**src/rtl/seq_det_pkg.sv**
```systemverilog
// Shared types and helpers for the runtime-programmable serial pattern detector.
package seq_det_pkg;

  localparam int unsigned MAX_LEN_DEF = 8;
  localparam int unsigned LEN_W_DEF   = 4;
  localparam int unsigned CNT_W_DEF   = 16;

  typedef enum logic {
    IDLE = 1'b0,
    RUN  = 1'b1
  } state_e;

  function automatic logic len_legal(input int unsigned len, input int unsigned max_len);
    return (len >= 1) && (len <= max_len);
  endfunction

endpackage

```
**src/rtl/seq_det_sat_cnt.sv**
```systemverilog
// Saturating up-counter: +1 per inc pulse, holds at all-ones, cleared by reset.
module seq_det_sat_cnt #(
  parameter int unsigned CNT_W = 16
) (
  input  logic             clk,
  input  logic             reset,
  input  logic             inc,
  output logic [CNT_W-1:0] cnt
);

  logic [CNT_W-1:0] cnt_q, cnt_d;

  always_comb begin
    cnt_d = cnt_q;
    if (inc && (cnt_q != '1)) cnt_d = cnt_q + 1'b1;
  end

  always_ff @(posedge clk) begin
    if (reset) cnt_q <= '0;
    else       cnt_q <= cnt_d;
  end

  assign cnt = cnt_q;

endmodule

```
**src/rtl/param_seq_detector.sv**
```systemverilog
// Runtime-programmable serial bit-pattern detector with registered match pulse.
// Define SEQ_DET_CNT_EN to add the saturating match_cnt output and its counter.
module param_seq_detector
  import seq_det_pkg::*;
#(
  parameter int unsigned MAX_LEN = MAX_LEN_DEF,
  parameter int unsigned LEN_W   = LEN_W_DEF
`ifdef SEQ_DET_CNT_EN
  ,
  parameter int unsigned CNT_W   = CNT_W_DEF
`endif
) (
  input  logic               clk,
  input  logic               reset,
  input  logic               cfg_load,
  input  logic [MAX_LEN-1:0] cfg_pattern,
  input  logic [LEN_W-1:0]   cfg_len,
  input  logic               cfg_overlap,
  input  logic               in_valid,
  input  logic               in_bit,
  output logic               match,
  output logic               armed,
  output logic               cfg_err
`ifdef SEQ_DET_CNT_EN
  ,
  output logic [CNT_W-1:0]   match_cnt
`endif
);

  state_e             state_q, state_d;
  logic [MAX_LEN-1:0] pat_q, pat_d;
  logic [LEN_W-1:0]   len_q, len_d;
  logic               ovl_q, ovl_d;
  logic [MAX_LEN-1:0] hist_q, hist_d;
  logic [LEN_W-1:0]   fill_q, fill_d;
  logic               match_q, match_d;
  logic               cfg_err_q, cfg_err_d;

  logic [MAX_LEN-1:0] hist_shift;
  logic [MAX_LEN-1:0] len_mask;
  logic [LEN_W:0]     fill_inc;
  logic               load_ok;
  logic               hit;

  always_comb begin
    len_mask = '0;
    for (int unsigned i = 0; i < MAX_LEN; i++) begin
      len_mask[i] = (i < 32'(len_q));
    end
  end

  // One extra bit on the fill increment so MAX_LEN+1 cannot wrap when 2**LEN_W == MAX_LEN+1.
  assign fill_inc   = {1'b0, fill_q} + 1'b1;
  assign hist_shift = {hist_q[MAX_LEN-2:0], in_bit};
  assign load_ok    = len_legal(32'(cfg_len), MAX_LEN);
  assign hit        = (fill_inc >= {1'b0, len_q}) &&
                      ((hist_shift & len_mask) == (pat_q & len_mask));

  always_comb begin
    state_d   = state_q;
    pat_d     = pat_q;
    len_d     = len_q;
    ovl_d     = ovl_q;
    hist_d    = hist_q;
    fill_d    = fill_q;
    match_d   = 1'b0;
    cfg_err_d = 1'b0;

    if (cfg_load) begin
      if (load_ok) begin
        state_d = RUN;
        pat_d   = cfg_pattern;
        len_d   = cfg_len;
        ovl_d   = cfg_overlap;
        hist_d  = '0;
        fill_d  = '0;
      end else begin
        cfg_err_d = 1'b1;
      end
    end else if ((state_q == RUN) && in_valid) begin
      hist_d = hist_shift;
      fill_d = (fill_inc >= {1'b0, len_q}) ? len_q : fill_inc[LEN_W-1:0];
      if (hit) begin
        match_d = 1'b1;
        if (!ovl_q) fill_d = '0;
      end
    end
  end

  always_ff @(posedge clk) begin
    if (reset) begin
      state_q   <= IDLE;
      pat_q     <= '0;
      len_q     <= '0;
      ovl_q     <= 1'b0;
      hist_q    <= '0;
      fill_q    <= '0;
      match_q   <= 1'b0;
      cfg_err_q <= 1'b0;
    end else begin
      state_q   <= state_d;
      pat_q     <= pat_d;
      len_q     <= len_d;
      ovl_q     <= ovl_d;
      hist_q    <= hist_d;
      fill_q    <= fill_d;
      match_q   <= match_d;
      cfg_err_q <= cfg_err_d;
    end
  end

  assign match   = match_q;
  assign armed   = (state_q == RUN);
  assign cfg_err = cfg_err_q;

`ifdef SEQ_DET_CNT_EN
  seq_det_sat_cnt #(
    .CNT_W(CNT_W)
  ) u_sat_cnt (
    .clk   (clk),
    .reset (reset),
    .inc   (match_d),
    .cnt   (match_cnt)
  );
`endif

endmodule

```
**config.mk**
```make
export PLATFORM = sky130hd
export DESIGN_NAME = param_seq_detector
export DESIGN_NICKNAME = d
export VERILOG_FILES = /design/src/rtl/seq_det_pkg.sv /design/src/rtl/seq_det_sat_cnt.sv /design/src/rtl/param_seq_detector.sv
export SDC_FILE = /design/constraint.sdc
export NUM_CORES = 1
export LEC_CHECK = 0
export ABC_AREA = 1
export CELL_PAD_IN_SITES_DETAIL_PLACEMENT = 1
export CELL_PAD_IN_SITES_GLOBAL_PLACEMENT = 1
export CORE_MARGIN = 5
export CORE_UTILIZATION = 38
export DETAILED_ROUTE_END_ITERATION = 8
export MAX_ROUTING_LAYER = met4
export PLACE_DENSITY_LB_ADDON = 0.15
export SLEW_MARGIN = 20
export SYNTH_ARGS = -nofsm -noshare
export SYNTH_HDL_FRONTEND = slang
export SYNTH_HIERARCHICAL = 1
export SYNTH_SLANG_ARGS = --single-unit
```
**constraint.sdc**
```tcl
create_clock -name clk -period 2.6 [get_ports clk]
set_clock_uncertainty 0.15 [all_clocks]
set_input_delay 0.52 -clock clk [delete_from_list [all_inputs] [get_ports clk]]
set_output_delay 0.52 -clock clk [all_outputs]
set_load 0.005 [all_outputs]
```
== Yosys cells after proc, flatten, opt, wreduce, memory -nomap -nowiden ==
Cells that the tools add are included.

* Bitwise gates (word level): 4
* Order comparisons: 11
* Multiplexer cells: 11
* Reductions and logical operators: 8
* Equality and inequality tests: 2
* Add/sub/neg operators: 1

{| class="wikitable"
|+ Operators by type and width
! cell !! count
|-
| two-way mux 4 bit || 6
|-
| two-way mux 7 bit || 3
|-
| AND 8 bit || 2
|-
| less-than comparator 3 x 4 -> 1 bit (first input constant) || 4
|-
| == test 8 bit || 1
|-
| less-than comparator 1 x 4 -> 1 bit (first input constant) || 2
|-
| less-than comparator 2 x 4 -> 1 bit (first input constant) || 2
|-
| adder 4 x 1 -> 5 bit (second input constant) || 1
|-
| >= comparator 5 x 4 -> 1 bit || 1
|-
| >= comparator 4 x 1 -> 1 bit (second input constant) || 1
|-
| less-or-equal comparator 4 bit (second input constant) || 1
|-
| AND reduction 2 bit || 2
|-
| logical AND 1 bit || 3
|-
| OR reduction 3 bit || 1
|-
| two-way mux 1 bit || 2
|-
| inequality test 2 x 1 -> 1 bit (second input constant) || 1
|-
| inverter 1 bit || 2
|-
| nonzero test 2 bit || 1
|-
| OR reduction 2 bit || 1
|}

* Flip-flop bits (word level): 27
* Output and inout bits: 3

== Longest topological paths before layout ==
* Depth after elaboration: 7
* Depth in mapped cells: 13
* Mapped depth without buffers: 13

== Worst setup path before layout ==
OpenSTA, ideal clock, no wires.

* Kind: reg2reg
* From: register fill_q[0]
* To: register fill_q[0]
* Arrival: 1,673 ps
* Required time: 2,330 ps
* Stages on the path, launching flop included: 11
* Path buffers: 0
* Setup slack: 657 ps
* Path through: dfxtp_1 -> ha_1 -> xor2_1 -> ha_1 -> nand2_1 -> nor2_1 -> nand2_2 -> nand4_4 -> nand4_1 -> nand2_1 -> a21oi_1

* Word-level cells in the longest chain between the ends: 7
* Elaborated cells on any way between the ends: 8
* Classes of those cells: 1 x add/sub; 1 x order compare; 5 x mux; 1 x reduce/logical

{| class="wikitable"
|+ Ends and longest elaborated chain
! element !! RTL line !! source
|-
| from (decl) || param_seq_detector.sv:35 || <nowiki>logic [LEN_W-1:0] fill_q, fill_d;</nowiki>
|-
| from (signal assigned) || param_seq_detector.sv:106 || <nowiki>fill_q <= fill_d;</nowiki>
|-
| adder 4 x 1 -> 5 bit * || param_seq_detector.sv:53 || <nowiki>assign fill_inc = {1'b0, fill_q} + 1'b1;</nowiki>
|-
| >= comparator 5 x 4 -> 1 bit || param_seq_detector.sv:56, param_seq_detector.sv:82 ||
|-
| two-way mux 4 bit || param_seq_detector.sv:82 || <nowiki>fill_d = (fill_inc >= {1'b0, len_q}) ? len_q : fill_inc[LEN_W-1:0];</nowiki>
|-
| two-way mux 4 bit || param_seq_detector.sv:85 || <nowiki>if (!ovl_q) fill_d = '0;</nowiki>
|-
| two-way mux 4 bit * || param_seq_detector.sv:83 || <nowiki>if (hit) begin</nowiki>
|-
| two-way mux 4 bit * || param_seq_detector.sv:80 || <nowiki>end else if ((state_q == RUN) && in_valid) begin</nowiki>
|-
| two-way mux 4 bit * || param_seq_detector.sv:69 || <nowiki>if (cfg_load) begin</nowiki>
|}

Every way passes the cells marked *; elsewhere a longest branch is shown, timed or not. The select of a mux whose other input is x is not followed.
A chain may end at the register's enable or synchronous reset.

== Worst setup path in the final report ==
* From: register fill_q[0]
* To: register fill_q[3]

Same word-level chain as after synthesis.

==> flow_metrics.py <==
metrics = {
    "outcome": {
        "status": "complete, no violations",
    },
    "worst_setup_path": {
        "crit_fanout": 9,
        "timing.critical_path.arrival_ps": 2310,
        "rr_startpoint": "fill_q[0]$_SDFFE_PP0P_",
        "r2r_end": "fill_q[3]$_SDFFE_PP0P_",
        "r2r_cells": 12,
        "regToRegSetupSlack_ps": 350,
        "worst_setup_path_end_kind": "flip-flop",
        "worstPathRequired_ps": 2660,
        "critPathLaunchType": "flip-flop",
        "crit_type": "reg -> reg",
    },
    "sta": {
        "slew_at_the_pin_closest_to_its_max_slew_limit_ps": 449,
        "maxClockFrequency_ghz": 0.445,
        "final_hold_viol_count": 0,
        "final.setup.tns_ps": 0,
        "finalCriticalPeriod_ps": 2250,
        "report.final.setup_viol": 0,
        "slew_headroom_pct": 70.0,
        "layout_worst_path_cycle_share_pct": 86.4,
        "slew_violations": 0,
        "rsz0062_at_grt": "no",
    },
    "drt": {
        "vias": 1377,
        "via_per_inst": 4.94,
        "drt-initial-drc-count": 35,
        "drtAntennaViolNets": 0,
        "drt_pre_antenna_iters": 4,
        "routed_wirelength_mm": 3.61,
        "detail_route.wl_per_cell_um": 12.9,
        "drc": 0,
    },
    "flow_run": {
        "drv_cap": 0,
    },
    "global_route": {
        "globalRouteMet3Util_pct": 2.10,
        "grt_max_degree": 17,
        "gr-usage-met2_pct": 28.9,
        "grt_pass1_wl_mm": 6.29,
        "gr-usage-met1_pct": 17.6,
        "number_of_global_route_vias_before_repair": 1418,
        "grt_remaining_overflow": 0,
        "grt_use_total_pct": 15.8,
        "antenna_found_initial": 0,
        "highest_utilization_routing_layer_at_the_global_route_stage": "met2",
    },
    "placement": {
        "buffer_ports.inserted": 20,
        "place_inst": 275,
        "gp_congestion": 0.856,
        "dp.final_hpwl_mm": 3.02,
    },
    "cts": {
        "cts_setup_buffers": 0,
        "cts_max_path_buffers": 2,
        "cts_repair_resize_count": 0,
        "numClockSinks": 27,
        "cts_tree": "built",
        "ctsHoldBuffers": 0,
        "tritoncts.num_buffers": 3,
        "clk_pin_slew_worst_paths_ps": 100,
        "clock_latency_ps": 270,
        "htree_levels": 1,
        "ctsRootBufferMaster": "clkbuf_8",
    },
    "floorplan": {
        "core-area_um2": 3660,
        "initial_utilization_pct": 39.4,
        "std_cell_rows": 22,
        "floorplan.die.height_um": 71.6,
        "io_pins": 21,
        "die_width_um": 71.6,
        "floorplan_die_area_um2": 5130,
    },
    "logic_synthesis": {
        "synth.cell_area_um2": 1440,
        "postSynthCellCount": 209,
        "ys_seq_elements": 27,
        "synthesis.yosys.warnings": 6,
        "synth_cell_type_count": 26,
        "synth_top_area_share_pct": 37.4,
        "ys_top_cells_by_area": "dfxtp_1 (37%), nand2_1 (15%), inv_1 (7.5%), nor2_1 (5.7%), a21oi_1 (5.2%)",
        "synth_area_per_cell_um2": 6.91,
        "yosysTopAreaCell": "dfxtp_1",
        "postSynthNetCount": 232,
        "async_reset_ff_share_pct": 0,
        "synth.cells.most_frequent": "nand2_1 (56), inv_1 (29), dfxtp_1 (27)",
        "count_of_flip_flops_with_a_built_in_enable_after_synthesis": 0,
        "top_flip_flop_cell_by_instance_count_after_synthesis": "dfxtp_1",
        "synth_sequential_area_ratio_pct": 37.4,
        "synth.most_common_cell": "nand2_1",
    },
    "cells_and_area": {
        "insertedDiodeCount": 0,
        "drive_gt1_share_pct": 7.36,
        "layout.cells.non_filler": 279,
        "syn2layout_area_growth_pct": 20.3,
        "final_net_count": 255,
    },
    "power_and_ir_drop": {
        "power.switching_fraction_pct": 29.1,
        "relative_contribution_of_sequential_cells_to_total_power_pct": 51.2,
        "p_per_area_nw_per_um2": 501,
        "irDropWorstVdd_v": 0.000316,
        "power_leakage_nw": 0.768,
        "p_switching_w": 0.000253,
        "internal-power_w": 0.000616,
        "clock_power_share_pct": 27.9,
        "pwr-share-comb_pct": 20.8,
        "power_w": 0.000870,
    },
    "min_path": {
        "worst_hold_path_type": "reg -> reg",
        "hold_path_startpoint": "ovl_q$_SDFFE_PP0P_",
        "worstHoldEndpoint": "ovl_q$_SDFFE_PP0P_",
        "hold_depth": 2,
    },
}
per-stage QoR:
stage	hold slack [ps]	worst slack [ps]	area [um2]	utilization (%)
floorplan	280	657	1440	-
global placement	293	388	1690	46.1
detailed placement	303	278	1690	46.1
CTS	318	290	1740	47.4
global route	346	140	1740	47.4
finish	312	353	1740	47.4
sequential cells by signal, indices dropped and copies added, names as in the netlist:
register	cells
armed	1
pat_q	8
ovl_q	1
fill_q	4
hist_q	7
len_q	4
cfg_err	1
match	1
worst max-delay path by stage:
stage	slack (ps)	from	end
floorplan	660	fill_q[0]$_SDFFE_PP0P_	fill_q[0]$_SDFFE_PP0P_
global placement	390	cfg_len[0]	hist_q[0]$_SDFFE_PP0P_
detailed placement	280	cfg_len[0]	hist_q[0]$_SDFFE_PP0P_
CTS	290	fill_q[0]$_SDFFE_PP0P_	fill_q[3]$_SDFFE_PP0P_
global route	140	fill_q[0]$_SDFFE_PP0P_	fill_q[3]$_SDFFE_PP0P_
finish	350	fill_q[0]$_SDFFE_PP0P_	fill_q[3]$_SDFFE_PP0P_
worst max-delay path, cell delays in order, from the launching register on:
cell	delay [ps]
dfxtp_1	440
ha_1	240
xor2_1	230
ha_1	300
nand2_1	70
nand2_1	60
nand3_2	90
nand4_4	170
nand2_1	90
nand2_1	50
nor2_1	110
nand2_1	70
a21oi_1	120
power by group through the flow:
stage / Combinational (W) / Clock (W) / Sequential (W)
2_1_floorplan: 0.000123 / 0 / 0.000452
3_3_place_gp: 0.000177 / 0 / 0.000455
3_5_place_dp: 0.000183 / 0 / 0.000456
4_1_cts: 0.000185 / 0.000250 / 0.000446
5_1_grt: 0.000207 / 0.000267 / 0.000449
6_report: 0.000181 / 0.000243 / 0.000446
area by class of cell:
class                      count  area (um2)
timing repair buffer          23         223
clock inverter                 1        7.51
clock buffer                   3        41.3
multi-input combinational    146         748
tap                           48        60.1
sequential                    27         541
fill                         488        1920
inverter                      31         116
layer usage:
metal / up-vias / part of all wire, %
li1: 710 / -
met5: - / 0
met3: 6 / 3.0
met1: 636 / 41
met2: 25 / 54
met4: 0 / 1.9
cells by family (layout without fill, tap and decap cells):
family                     count (synthesis)  in the layout  synth area share (%)
and+or+nand+nor                          100            100                  31.1
AOI/OAI and AO/OA                         37             37                  14.0
buffers and inverters                     36             58                  10.7
DFF                                       27             27                  37.4
adders and majority gates                  5              5                  4.33
xor gates and xnor gates                   4              4                  2.43
cell usage in the layout (no fill, tap or decap), types with 2 or more instances in the layout:
cell / netlist / layout
clkdlybuf4s50_1: 0 / 20
nor2_1: 22 / 22
nand4_1: 2 / 2
nand3_2: 2 / 2
inv_1: 29 / 29
ha_1: 5 / 5
dfxtp_1: 27 / 27
nand2_2: 2 / 2
o32ai_1: 3 / 3
inv_2: 2 / 2
xor2_1: 3 / 3
nand3_1: 12 / 12
o21ai_0: 15 / 15
buf_4: 0 / 3
a21oi_1: 15 / 15
clkbuf_8: 0 / 3
o21ai_1: 2 / 2
nand2_1: 56 / 56
Power figures use the tool's default switching activity.
